--- src/rtl/multdiv_sequencer.sv ---
// Control FSM for the shared iterative multiply/divide datapath: accepts a start,
// strobes the datapath for a fixed iteration count, then holds the result handshake.
module multdiv_sequencer #(
    parameter int MULT_CYCLES = 16,
    parameter int DIV_CYCLES  = 32,
    parameter int CNT_W       = 6
) (
    input  logic             clk,
    input  logic             reset_n,
    input  logic             ctrl_MULT,
    input  logic             ctrl_DIV,
    input  logic             divisor_zero,
    input  logic [4:0]       dest_in,
    input  logic             flush,
    input  logic             wb_ready,
    output logic             dp_load,
    output logic             dp_step,
    output logic             dp_is_div,
    output logic [CNT_W-1:0] step_count,
    output logic             busy,
    output logic             data_resultRDY,
    output logic             data_exception,
    output logic [4:0]       dest_out
);

    typedef enum logic [1:0] {IDLE, RUN, DONE} state_t;

    localparam logic [CNT_W-1:0] MULT_LAST = CNT_W'(MULT_CYCLES - 1);
    localparam logic [CNT_W-1:0] DIV_LAST  = CNT_W'(DIV_CYCLES - 1);

    state_t           state, nxt_state;
    logic [CNT_W-1:0] nxt_count;
    logic             nxt_is_div, nxt_exc;
    logic [4:0]       nxt_dest;
    logic             req, accept, start_div, start_exc, last_step;

    always_ff @(posedge clk or negedge reset_n) begin
        if (!reset_n) begin
            state          <= IDLE;
            step_count     <= '0;
            dp_is_div      <= 1'b0;
            data_exception <= 1'b0;
            dest_out       <= '0;
        end else begin
            state          <= nxt_state;
            step_count     <= nxt_count;
            dp_is_div      <= nxt_is_div;
            data_exception <= nxt_exc;
            dest_out       <= nxt_dest;
        end
    end

    always_comb begin
        req       = ctrl_MULT | ctrl_DIV;
        // Multiply wins when both starts arrive together.
        start_div = ctrl_DIV & ~ctrl_MULT;
        start_exc = start_div & divisor_zero;
        accept    = ((state == IDLE) || (state == DONE && wb_ready)) && req && !flush;
        last_step = (step_count == (dp_is_div ? DIV_LAST : MULT_LAST));

        nxt_state  = state;
        nxt_count  = step_count;
        nxt_is_div = dp_is_div;
        nxt_exc    = data_exception;
        nxt_dest   = dest_out;

        dp_load        = accept;
        dp_step        = (state == RUN);
        data_resultRDY = (state == DONE);
        busy           = (state == RUN) || (state == DONE && !wb_ready) || accept;

        case (state)
            IDLE: nxt_state = IDLE;
            RUN: begin
                if (last_step) nxt_state = DONE;
                else           nxt_count = step_count + CNT_W'(1);
            end
            DONE: if (wb_ready) nxt_state = IDLE;
            default: nxt_state = IDLE;
        endcase

        // A zero-divisor divide skips the datapath and reports straight away.
        if (accept) begin
            nxt_state  = start_exc ? DONE : RUN;
            nxt_count  = '0;
            nxt_is_div = start_div;
            nxt_exc    = start_exc;
            nxt_dest   = dest_in;
        end

        if (flush) begin
            nxt_state = IDLE;
            nxt_count = '0;
            nxt_exc   = 1'b0;
        end
    end

endmodule

--- config.mk ---
export PLATFORM = sky130hd
export DESIGN_NAME = multdiv_sequencer
export DESIGN_NICKNAME = d
export VERILOG_FILES = /design/src/rtl/multdiv_sequencer.sv
export SDC_FILE = /design/constraint.sdc
export NUM_CORES = 1
export LEC_CHECK = 0
export BUFFER_PORTS_ARGS = -buffer_cell sky130_fd_sc_hd__buf_2
export CORE_MARGIN = 2
export CORE_UTILIZATION = 51
export CTS_CLUSTER_DIAMETER = 60
export DETAILED_ROUTE_END_ITERATION = 8
export PLACE_DENSITY = 0.89
export SLEW_MARGIN = 10
export SYNTH_ARGS = -nofsm -noshare
export SYNTH_HDL_FRONTEND = slang
export SYNTH_SLANG_ARGS = --single-unit
--- constraint.sdc ---
create_clock -name clk -period 2.78 [get_ports clk]
set_clock_uncertainty 0.2 [all_clocks]
set_input_delay 0 -clock clk [delete_from_list [all_inputs] [get_ports clk]]
set_output_delay 0 -clock clk [all_outputs]
set_load 0.03 [all_outputs]
==> results.md, run 1 <==
- Outcome: finished, final reports clean
- CTS Buffer Depth: 2
- Top_reg_cell synth: dfrtp_1
- Fin nets: 129
- FF+latch count, synth: 15
- Core Box Area: 0.00152 mm^2
- Synth unique cells: 33
- DRT Wirelength: 1870 um
- Slew Limit Fails: 0
- Final Worst Setup Slack: 466 ps
- H-tree depth: 1
- Clock Latency Late Sink: 280 ps
- Final Setup Violations: 0
- Syn_nets: 86
- Area share of the leading cell type in the synthesized netlist: 44.8%
- Final Cycle Share: 83.3%
- Net switching power: 218 uW
- Initial Utilization: 54.9%
- Root buf cell: clkbuf_4
- I/O Buffers: 28
- P&R area growth vs syn: 33.9%
- Most common cell in the netlist: dfrtp_1
- Top Ports: 29
- Initial DRC count: 10
- Mapped Cells: 73
- Chip width: 44.5 um
- Worst path slowest cell: dlygate4sd3_1
- Crit path max fanout: 6
- Residual DRC: 0
- Seq/Total Area, Yosys: 44.8%
- CTS buffer count: 3
- Die footprint: 0.00198 mm^2
- Max Cap Viol: 0
- CTS tree: yes
- Initial antenna violation count: 0
- Routability cong.: 0.825
- Synthesized area per cell: 11.5 um^2
- First-pass GRT wire length: 3220 um
- Leading post-synthesis cells by cell area: dfrtp_1 (45%), mux2_2 (8.1%), o211ai_1 (3.6%), xnor2_1 (3.1%), buf_6 (2.7%)
- CTS Sinks: 15
- Peak supply drop: 378 uV
- Row count: 14
- WS Path Type: reg2reg
- Hpwl dp: 1310 um
- N_diodes: 0
- Filler cell count: 114
- Combinational share of power: 34.4%
- Yosys warning count: 0
- Top post-synthesis cells by count: dfrtp_1 (15), mux2_2 (6), inv_1 (5), o211ai_1 (4), o21ai_0 (4)
- Initial DRT Pass Iterations: 4
- GR Overflow Total: 0
- Netlist Area Pre-Place: 837 um^2
- Post-synth EDFFs: 0
- Critical Path RT: 2750 ps
- Antenna Nets Post-Route: 0
- Asr flop ratio synth: 100%
- Ratio of cells with drive above 1 in the final layout: 34.8%
- Cell taking the most area after synthesis: dfrtp_1
- Setup crit end kind: flip-flop
- Place WS: 981 ps
- RSZ-0062 raised after global routing: no
- Vias: 740
- Min Tclk post-route: 2310 ps
- Leak: 0.000528 uW
- FMAX: 432 MHz
- Crit path launch type: flip-flop
- Routed vias/inst: 5.65
- Measured slew at the worst slew-check pin: 659 ps
- Pin count of the biggest net entering global routing: 16
- Crit path cell chain: ha_1, nand4b_1, o21ai_0, o41ai_1, dlygate4sd3_1
- Clk pwr share: 20.8%
- Final TNS setup: 0 ps
- Post-CTS Resized: 0
- Vias in the first global route: 714
- CP max stage delay: 570 ps
- Wirelength per Cell: 14.3 um
- Slew margin rel.: 55.9%
- Net Sw Frac: 36.4%
- Final Hold Fails: 0
- Total GRT Usage: 22.7%
- Die H: 44.5 um
- CP arrival: 2290 ps
- P per Cell Area: 534 mW/mm^2
- Clock transition at path regs: 90 ps
- Internal power: 380 uW
- Class of the worst hold path: in2reg
- Seq pwr share: 44.7%
-- routing by layer --
layer | vias up | GRT usage (%) | part of all wire [%]
met3 | 4 | 4.08 | 5.9
met2 | 34 | 36.5 | 50
li1 | 358 | - | -
met5 | - | 0 | 0
met4 | 0 | 10.3 | 1.1
met1 | 344 | 29.5 | 43
-- final cells by class --
cell class,count,area [um^2],area share (%)
multi-input cells,51,420,37.5
repair buffers,40,260,23.2
inverters,5,18.8,1.67
well taps,16,20.0,1.79
clock buffers,4,26.3,2.34
flip-flops and latches,15,375,33.5
-- layout by cell type, fill, tap and decap left out, types with 2 or more instances in the layout --
master          n
buf_2          28
dfrtp_1        15
dlygate4sd3_1  12
mux2_2          6
inv_1           5
o211ai_1        4
o21ai_0         4
nor2b_1         3
xnor2_1         3
nor2_1          3
clkbuf_4        3
nand4b_1        2
nand3_1         2
mux2i_1         2
o32ai_1         2
-- state kept, by name (all words and copies together), names as in the netlist --
register        count
data_exception      1
dest_out            5
dp_is_div           1
state               2
step_count          6
-- worst paths after layout --
| check | cells after the start | from | to | slack (ps) |
|---|---|---|---|---|
| worst max register to register | 5 | step_count[0] | state[0] | 470 |
| min in group asynchronous | 3 | reset_n | step_count[2] | 620 |
| max in group asynchronous | 3 | reset_n | dest_out[2] | 1340 |
| worst min register to register | 1 | dest_out[0] | dest_out[0] | 310 |
| worst max-delay path | 5 | step_count[0] | state[0] | 470 |
| worst min-delay path | 4 | ctrl_DIV | step_count[5] | 70 |
-- worst max-delay path, delay by kind of cell, from the launching register on --
kind / cells / cell delay, ps
AND/OR/NAND/NOR: 1 / 170
AO/OA/AOI/OAI: 2 / 570
adder cells (fa/ha/maj): 1 / 250
flip-flops: 1 / 450
buffers and inverters: 1 / 570
-- timing repair --
item / in CTS / in global routing
hold buffers: 12 / 0
hold endpoints to repair: 27 / 0
buffers inserted: 0 / 0
-- stage by stage --
step,hold slack [ps],cell area (um^2),power (uW),util (%),cells
floorplan,-496,837,404,-,73
global placement,-286,975,458,64.0,115
finish,66.2,1120,598,73.6,131
detailed placement,-281,975,462,64.0,115
global route,97.2,1120,630,73.6,131
CTS,46.1,1120,601,73.6,131
-- power by group through the flow --
| stage | registers [uW] | logic [uW] | clock network, uW |
|---|---|---|---|
| detailed placement | 271 | 191 | 0 |
| floorplan | 320 | 83.7 | 0 |
| CTS | 268 | 206 | 127 |
| global placement | 270 | 189 | 0 |
| finish | 268 | 206 | 125 |
| global route | 272 | 221 | 137 |
-- logic make-up after synthesis --
kind of cell	after synthesis	share of synthesized area, %
AO/OA/AOI/OAI	19	17.0
XOR/XNOR	4	4.19
adder cells (fa/ha/maj)	1	1.49
buffers and inverters	7	4.93
flip-flops	15	44.8
multiplexers	8	10.5
AND/OR/NAND/NOR	19	17.0
No activity file was read; power rests on OpenSTA's default activity.
==> run 2, diff against run 1 <==
--- a/config.mk
+++ b/config.mk
@@ -5,12 +5,13 @@
 export SDC_FILE = /design/constraint.sdc
 export NUM_CORES = 1
 export LEC_CHECK = 0
+export ABC_AREA = 1
 export BUFFER_PORTS_ARGS = -buffer_cell sky130_fd_sc_hd__buf_2
 export CORE_MARGIN = 2
-export CORE_UTILIZATION = 51
+export CORE_UTILIZATION = 47
 export CTS_CLUSTER_DIAMETER = 60
 export DETAILED_ROUTE_END_ITERATION = 8
-export PLACE_DENSITY = 0.89
+export PLACE_DENSITY = 0.84
 export SLEW_MARGIN = 10
 export SYNTH_ARGS = -nofsm -noshare
 export SYNTH_HDL_FRONTEND = slang
==> constraint.sdc (replaced) <==
create_clock -name clk -period 2.25 [get_ports clk]
set_clock_uncertainty 0.2 [all_clocks]
set_input_delay 0 -clock clk [delete_from_list [all_inputs] [get_ports clk]]
set_output_delay 0 -clock clk [all_outputs]
set_load 0.03 [all_outputs]
==> run 2 against run 1 <==
Critical path depth grew 1. Critical endpoint is now dp_is_div. First-iteration DRC count grew to 2.6 times the previous value. Critical path type unchanged. Clock power grew 22%. Core utilization is 3.1 points lower. Final cell count rose by 33%. Sequential power grew 26%. Worst setup slack got worse by 140 ps. Combinational power grew 57%.
==> results.md, run 2 <==
- Ratio of cells with drive above 1 in the final layout: 29.3%
- Initial DRC count: 26
- Setup bufs post-CTS: 0
- Critical Path RT: 2250 ps
- Crit path max fanout: 9
- Residual DRC: 0
- Final Hold Fails: 0
- FF-to-FF End: dp_is_div
- R2r setup slk: 320 ps
- Most common cell after layout, fill and taps aside: nand2_1
- Placed Cells incl. Taps: 152
- Cell taking the most area after synthesis: dfrtp_1
- Filler cell count: 130
- Vias in the first global route: 870
- CP Launch Point: state[1]
- Fin nets: 171
- Cell area after layout: 0.00119 mm^2
- Top sig layer: met4
- WS Path Type: reg2reg
- Leading post-synthesis cells by cell area: dfrtp_1 (46%), nand2_1 (19%), inv_1 (5.5%), nand3_1 (3.7%), nor2_1 (3.2%)
- End point of the critical path: dp_is_div
- Row count: 15
- Cell Area, Placed: 982 um^2
- Routability cong.: 0.853
- P&R area growth vs syn: 45.0%
- Top post-synthesis cells by count: nand2_1 (42), dfrtp_1 (15), inv_1 (12), nor2_1 (7), nand3_1 (6)
- FF+latch count, synth: 15
- Root buf cell: clkbuf_4
- Antenna Nets Post-Route: 0
- Die footprint: 0.00210 mm^2
- Area share of the leading cell type in the synthesized netlist: 45.7%
- Pin count of the biggest net entering global routing: 16
- DRT Wirelength: 2130 um
- Min Tclk post-route: 1930 ps
- Top Ports: 29
- Final Worst Setup Slack: 324 ps
- Max FFs per register: 6
- GR Overflow Total: 0
- Post-synth EDFFs: 0
- Die H: 45.8 um
- N_diodes: 0
- Measured slew at the worst slew-check pin: 653 ps
- Met3 Wirelength: 73 um
- Max Cap Viol: 0
- Worst r2r src: state[1]
- FMAX: 519 MHz
- Place WS: 639 ps
- H-tree depth: 1
- Clock Latency Late Sink: 280 ps
- Class of the worst hold path: in2reg
- Pwr Total: 813 uW
- Syn_nets: 120
- Final Setup Violations: 0
- Footprint of the multi-input gates: 384 um^2
- Chip width: 45.8 um
- Yosys warning count: 0
- Seq/Total Area, Yosys: 45.7%
- Peak supply drop: 369 uV
- P per Cell Area: 683 mW/mm^2
- Asr flop ratio synth: 100%
- Outcome: finished, final reports clean
- Worst r2r path cells: 6
- I/O Buffers: 28
- Core Box Area: 0.00169 mm^2
- Routed vias/inst: 5.01
- Synth unique cells: 19
- CP arrival: 1930 ps
- Total GRT Usage: 22.5%
- Fin cells: 174
- Final TNS setup: 0 ps
- RSZ-0062 raised after global routing: no
- Initial antenna violation count: 0
- CTS buffer count: 3
- Met1 wire length: 827 um
- Setup crit end kind: flip-flop
- Register bank with the most flops: step_count
- Slew Limit Fails: 0
- Top_reg_cell synth: dfrtp_1
- Most common cell in the netlist: nand2_1
- CTS Sinks: 15
- Most frequent cells in the layout: nand2_1 (42), buf_2 (28), dlygate4sd3_1 (18)
- Synthesized area per cell: 7.67 um^2
- Netlist Area Pre-Place: 821 um^2
- Seq. cell area: 375 um^2
- CTS tree: yes
- Slew margin rel.: 56.3%
- Initial DRT Pass Iterations: 5
- Crit path launch type: flip-flop
- DR WL met2: 1150 um
- Initial Utilization: 48.6%
- Wirelength per Cell: 12.2 um
- Vias: 872
- Biggest regs: step_count x6, dest_out x5, state x2
- HP Start: ctrl_MULT
- Mapped Cells: 107
- CTS Buffer Depth: 2
- First-pass GRT wire length: 3340 um
- Leak: 0.000644 uW
- Hpwl dp: 1440 um
- Clock transition at path regs: 90 ps
- Final Cycle Share: 85.6%
-- run 2: changes by cell type after synthesis, sizes merged, moves of 3 or more --
cell / before / now
inv: 5 / 15
mux2: 6 / 0
nand2: 0 / 45
nand3: 2 / 8
nor2: 3 / 11
nor2b: 4 / 0
o211ai: 4 / 0
xnor2: 3 / 0
-- run 2: through the flow --
| stage | utilization [%] | hold WS, ps |
|---|---|---|
| floorplan | - | -496 |
| global route | 70.4 | 80.3 |
| global placement | 58.1 | -282 |
| CTS | 70.4 | 38.9 |
| finish | 70.4 | 69.0 |
| detailed placement | 58.1 | -277 |
-- run 2: final cells by class --
class / count / area share [%]
multi-input cells: 76 / 32.3
flip-flops and latches: 15 / 31.5
repair buffers: 46 / 26.9
inverters: 16 / 5.15
clock buffers: 3 / 1.89
well taps: 17 / 1.79
clock inverters: 1 / 0.421
-- run 2: layer usage --
metal | up-vias | GRT usage, %
met1 | 403 | 21.9
li1 | 428 | -
met5 | - | 0
met2 | 30 | 44.5
met4 | 0 | 10.9
met3 | 11 | 3.57
-- run 2: repair_timing --
action / CTS / global route
hold buffers: 18 / 0
endpoints found under the hold margin: 25 / 0
gates resized for setup: 0 / 0
-- run 2: logic make-up after synthesis --
family,after synthesis,share of synthesized area (%)
and+or+nand+nor,65,36.9
AOI/OAI and AO/OA,8,6.25
xor gates and xnor gates,2,2.13
buffers and inverters,16,7.47
DFF,15,45.7
adders and majority gates,1,1.52
-- run 2: power by group --
group,switching (uW),leakage [uW],internal (uW),total [uW]
Combinational,217,0.000429,106,323
Sequential,29.2,0.000198,308,337
Clock,86.2,0.0000177,66.1,152
Total,332,0.000644,481,813
-- run 2: critical path, stage by stage, from the launching register on --
cell	delay [ps]
dfrtp_1	430
nand2_2	140
nand3_4	110
nor2_4	200
nand3_1	100
dlygate4sd3_1	570
o21ai_0	90
-- run 2: worst min-delay path by stage --
stage,endpoint,cells after the start
after detailed placement,state[1],1
after floorplan,data_exception,0
after global routing,dest_out[0],6
after global placement,state[1],1
after CTS,data_exception,5
final,data_exception,5
==> run 3, diff against run 2 <==
--- a/config.mk
+++ b/config.mk
@@ -5,13 +5,14 @@
 export SDC_FILE = /design/constraint.sdc
 export NUM_CORES = 1
 export LEC_CHECK = 0
-export ABC_AREA = 1
 export BUFFER_PORTS_ARGS = -buffer_cell sky130_fd_sc_hd__buf_2
 export CORE_MARGIN = 2
-export CORE_UTILIZATION = 47
+export CORE_UTILIZATION = 48
 export CTS_CLUSTER_DIAMETER = 60
 export DETAILED_ROUTE_END_ITERATION = 8
-export PLACE_DENSITY = 0.84
+export PLACE_DENSITY = 0.85
+export RECOVER_POWER = 25
+export SETUP_SLACK_MARGIN = 0.02
 export SLEW_MARGIN = 10
 export SYNTH_ARGS = -nofsm -noshare
 export SYNTH_HDL_FRONTEND = slang
==> run 3 against run 2 <==
Non-clock buffer count shrank 5. Largest power group unchanged. Flip-flop and latch count is the same. Worst setup slack gained 8.2 ps. Register-to-register slack gained 90 ps. Clock power is essentially flat. Final cell count shrank 24%.
==> results.md, run 3 (same netlist as run 1, synthesis figures left out) <==
- Outcome: finished, final reports clean
- Antenna Nets Post-Route: 0
- GR Overflow Total: 0
- Final Cycle Share: 85.2%
- FMAX: 521 MHz
- Min Tclk post-route: 1920 ps
- CP arrival: 1720 ps
- Initial antenna violation count: 0
- Net switching power: 275 uW
- Die H: 45.8 um
- Seq pwr share: 45.4%
- First-pass GRT wire length: 3270 um
- Crit path max fanout: 9
- Finished Core Util: 66.2%
- CTS Sinks: 15
- Routed vias/inst: 5.86
- Core Box Area: 0.00169 mm^2
- Residual DRC: 0
- Combinational share of power: 33.7%
- I/O Buffers: 28
- Setup bufs post-CTS: 0
- Most frequent cells in the layout: buf_2 (17), dfrtp_1 (15), dlygate4sd3_1 (13)
- Final Hold Fails: 0
- Max Cap Viol: 0
- Clock transition at path regs: 90 ps
- Setup crit end kind: primary output
- Fin nets: 130
- Register bank with the most flops: step_count
- CTS tree: yes
- Net Sw Frac: 37.5%
- Crit path launch type: input pin
- Measured slew at the worst slew-check pin: 677 ps
- Die footprint: 0.00209 mm^2
- Slew margin rel.: 54.7%
- Pwr Total: 735 uW
- Peak supply drop: 533 uV
- WS Path Type: in2out
- CTS buffer count: 3
- Hpwl dp: 1370 um
- Initial Utilization: 49.6%
- RSZ-0062 raised after global routing: no
- Total GRT Usage: 22.4%
- Place WS: 419 ps
- Final TNS setup: 0 ps
- Wirelength per Cell: 15.0 um
- Vias in the first global route: 757
- Max FFs per register: 6
- Row count: 15
- Initial DRC count: 6
- N_diodes: 0
- Initial DRT Pass Iterations: 4
- DRT Wirelength: 2000 um
- Clk pwr share: 20.9%
- Slew Limit Fails: 0
- Routability cong.: 0.879
- Top Ports: 29
- Biggest regs: step_count x6, dest_out x5, state x2
- Final Worst Setup Slack: 332 ps
- P per Cell Area: 657 mW/mm^2
- H-tree depth: 1
- P&R area growth vs syn: 33.6%
- Ratio of cells with drive above 1 in the final layout: 25.0%
- Clock Latency Late Sink: 290 ps
- Pin count of the biggest net entering global routing: 16
- Leak: 0.000492 uW
- Chip width: 45.8 um
- Most common cell after layout, fill and taps aside: buf_2
- Vias: 780
- Final Setup Violations: 0
- Root buf cell: clkbuf_4
- Internal power: 460 uW
- CTS Buffer Depth: 2
- Critical Path RT: 2050 ps
- Class of the worst hold path: in2reg
-- run 3: cell types whose count changed in the layout (fill, tap and decap cells not counted), moves of 4 or more --
cell / change
inv_1: -7
nand2_1: -42
mux2_2: +6
nand3_1: -4
nor2_1: -4
dlygate4sd3_1: -5
o211ai_1: +4
buf_2: -11
clkbuf_1: +12
-- run 3: metrics by stage --
stage / hold slack, ps / std cells / cell area, um^2
floorplan: -496 / 73 / 837
global placement: -282 / 116 / 976
detailed placement: -276 / 116 / 976
CTS: 269 / 133 / 1130
global route: 295 / 133 / 1120
finish: 276 / 133 / 1120
-- run 3: power groups by stage --
stage / Sequential (uW) / Combinational, uW / Clock [uW]
5_1_grt: 339 / 268 / 175
4_1_cts: 331 / 256 / 158
2_1_floorplan: 396 / 103 / 0
3_5_place_dp: 335 / 238 / 0
6_report: 334 / 247 / 154
3_3_place_gp: 334 / 233 / 0
-- run 3: timing repair --
action	CTS	global route
hold endpoints to repair	26	0
hold buffers	13	0
resized for setup	0	0
-- run 3: worst max-delay path, cell delays in order --
cell and delay, ps:
dlygate4sd3_1 530, buf_2 130, o21bai_2 370, nor3_4 130, or3_1 380, buf_2 180
-- run 3: layout make-up --
cell class                      count  area (um^2)
Timing Repair Buffer               41          256
Multi-Input combinational cell     51          420
Inverter                            5         18.8
Sequential cell                    15          375
Tap cell                           17         21.3
Fill cell                         141          571
Clock buffer                        4         26.3
-- run 3: final timing paths --
| path | from | endpoint | slack [ps] | cells past startpoint |
|---|---|---|---|---|
| max | ctrl_DIV | busy | 330 | 6 |
| min | dest_in[4] | dest_out[4] | 280 | 3 |
| max reg2reg | step_count[0] | step_count[0] | 410 | 4 |
| min reg2reg | dest_out[2] | dest_out[2] | 320 | 1 |
| max in group asynchronous | reset_n | dest_out[0] | 800 | 3 |
| min in group asynchronous | reset_n | step_count[2] | 620 | 3 |
-- run 3: layer usage --
metal	up-vias	part of all wire, %	track usage [%]
li1	363	-	-
met3	5	6.2	3.17
met1	378	42	27.8
met4	0	1.6	10.3
met2	34	51	38.0
met5	-	0	0
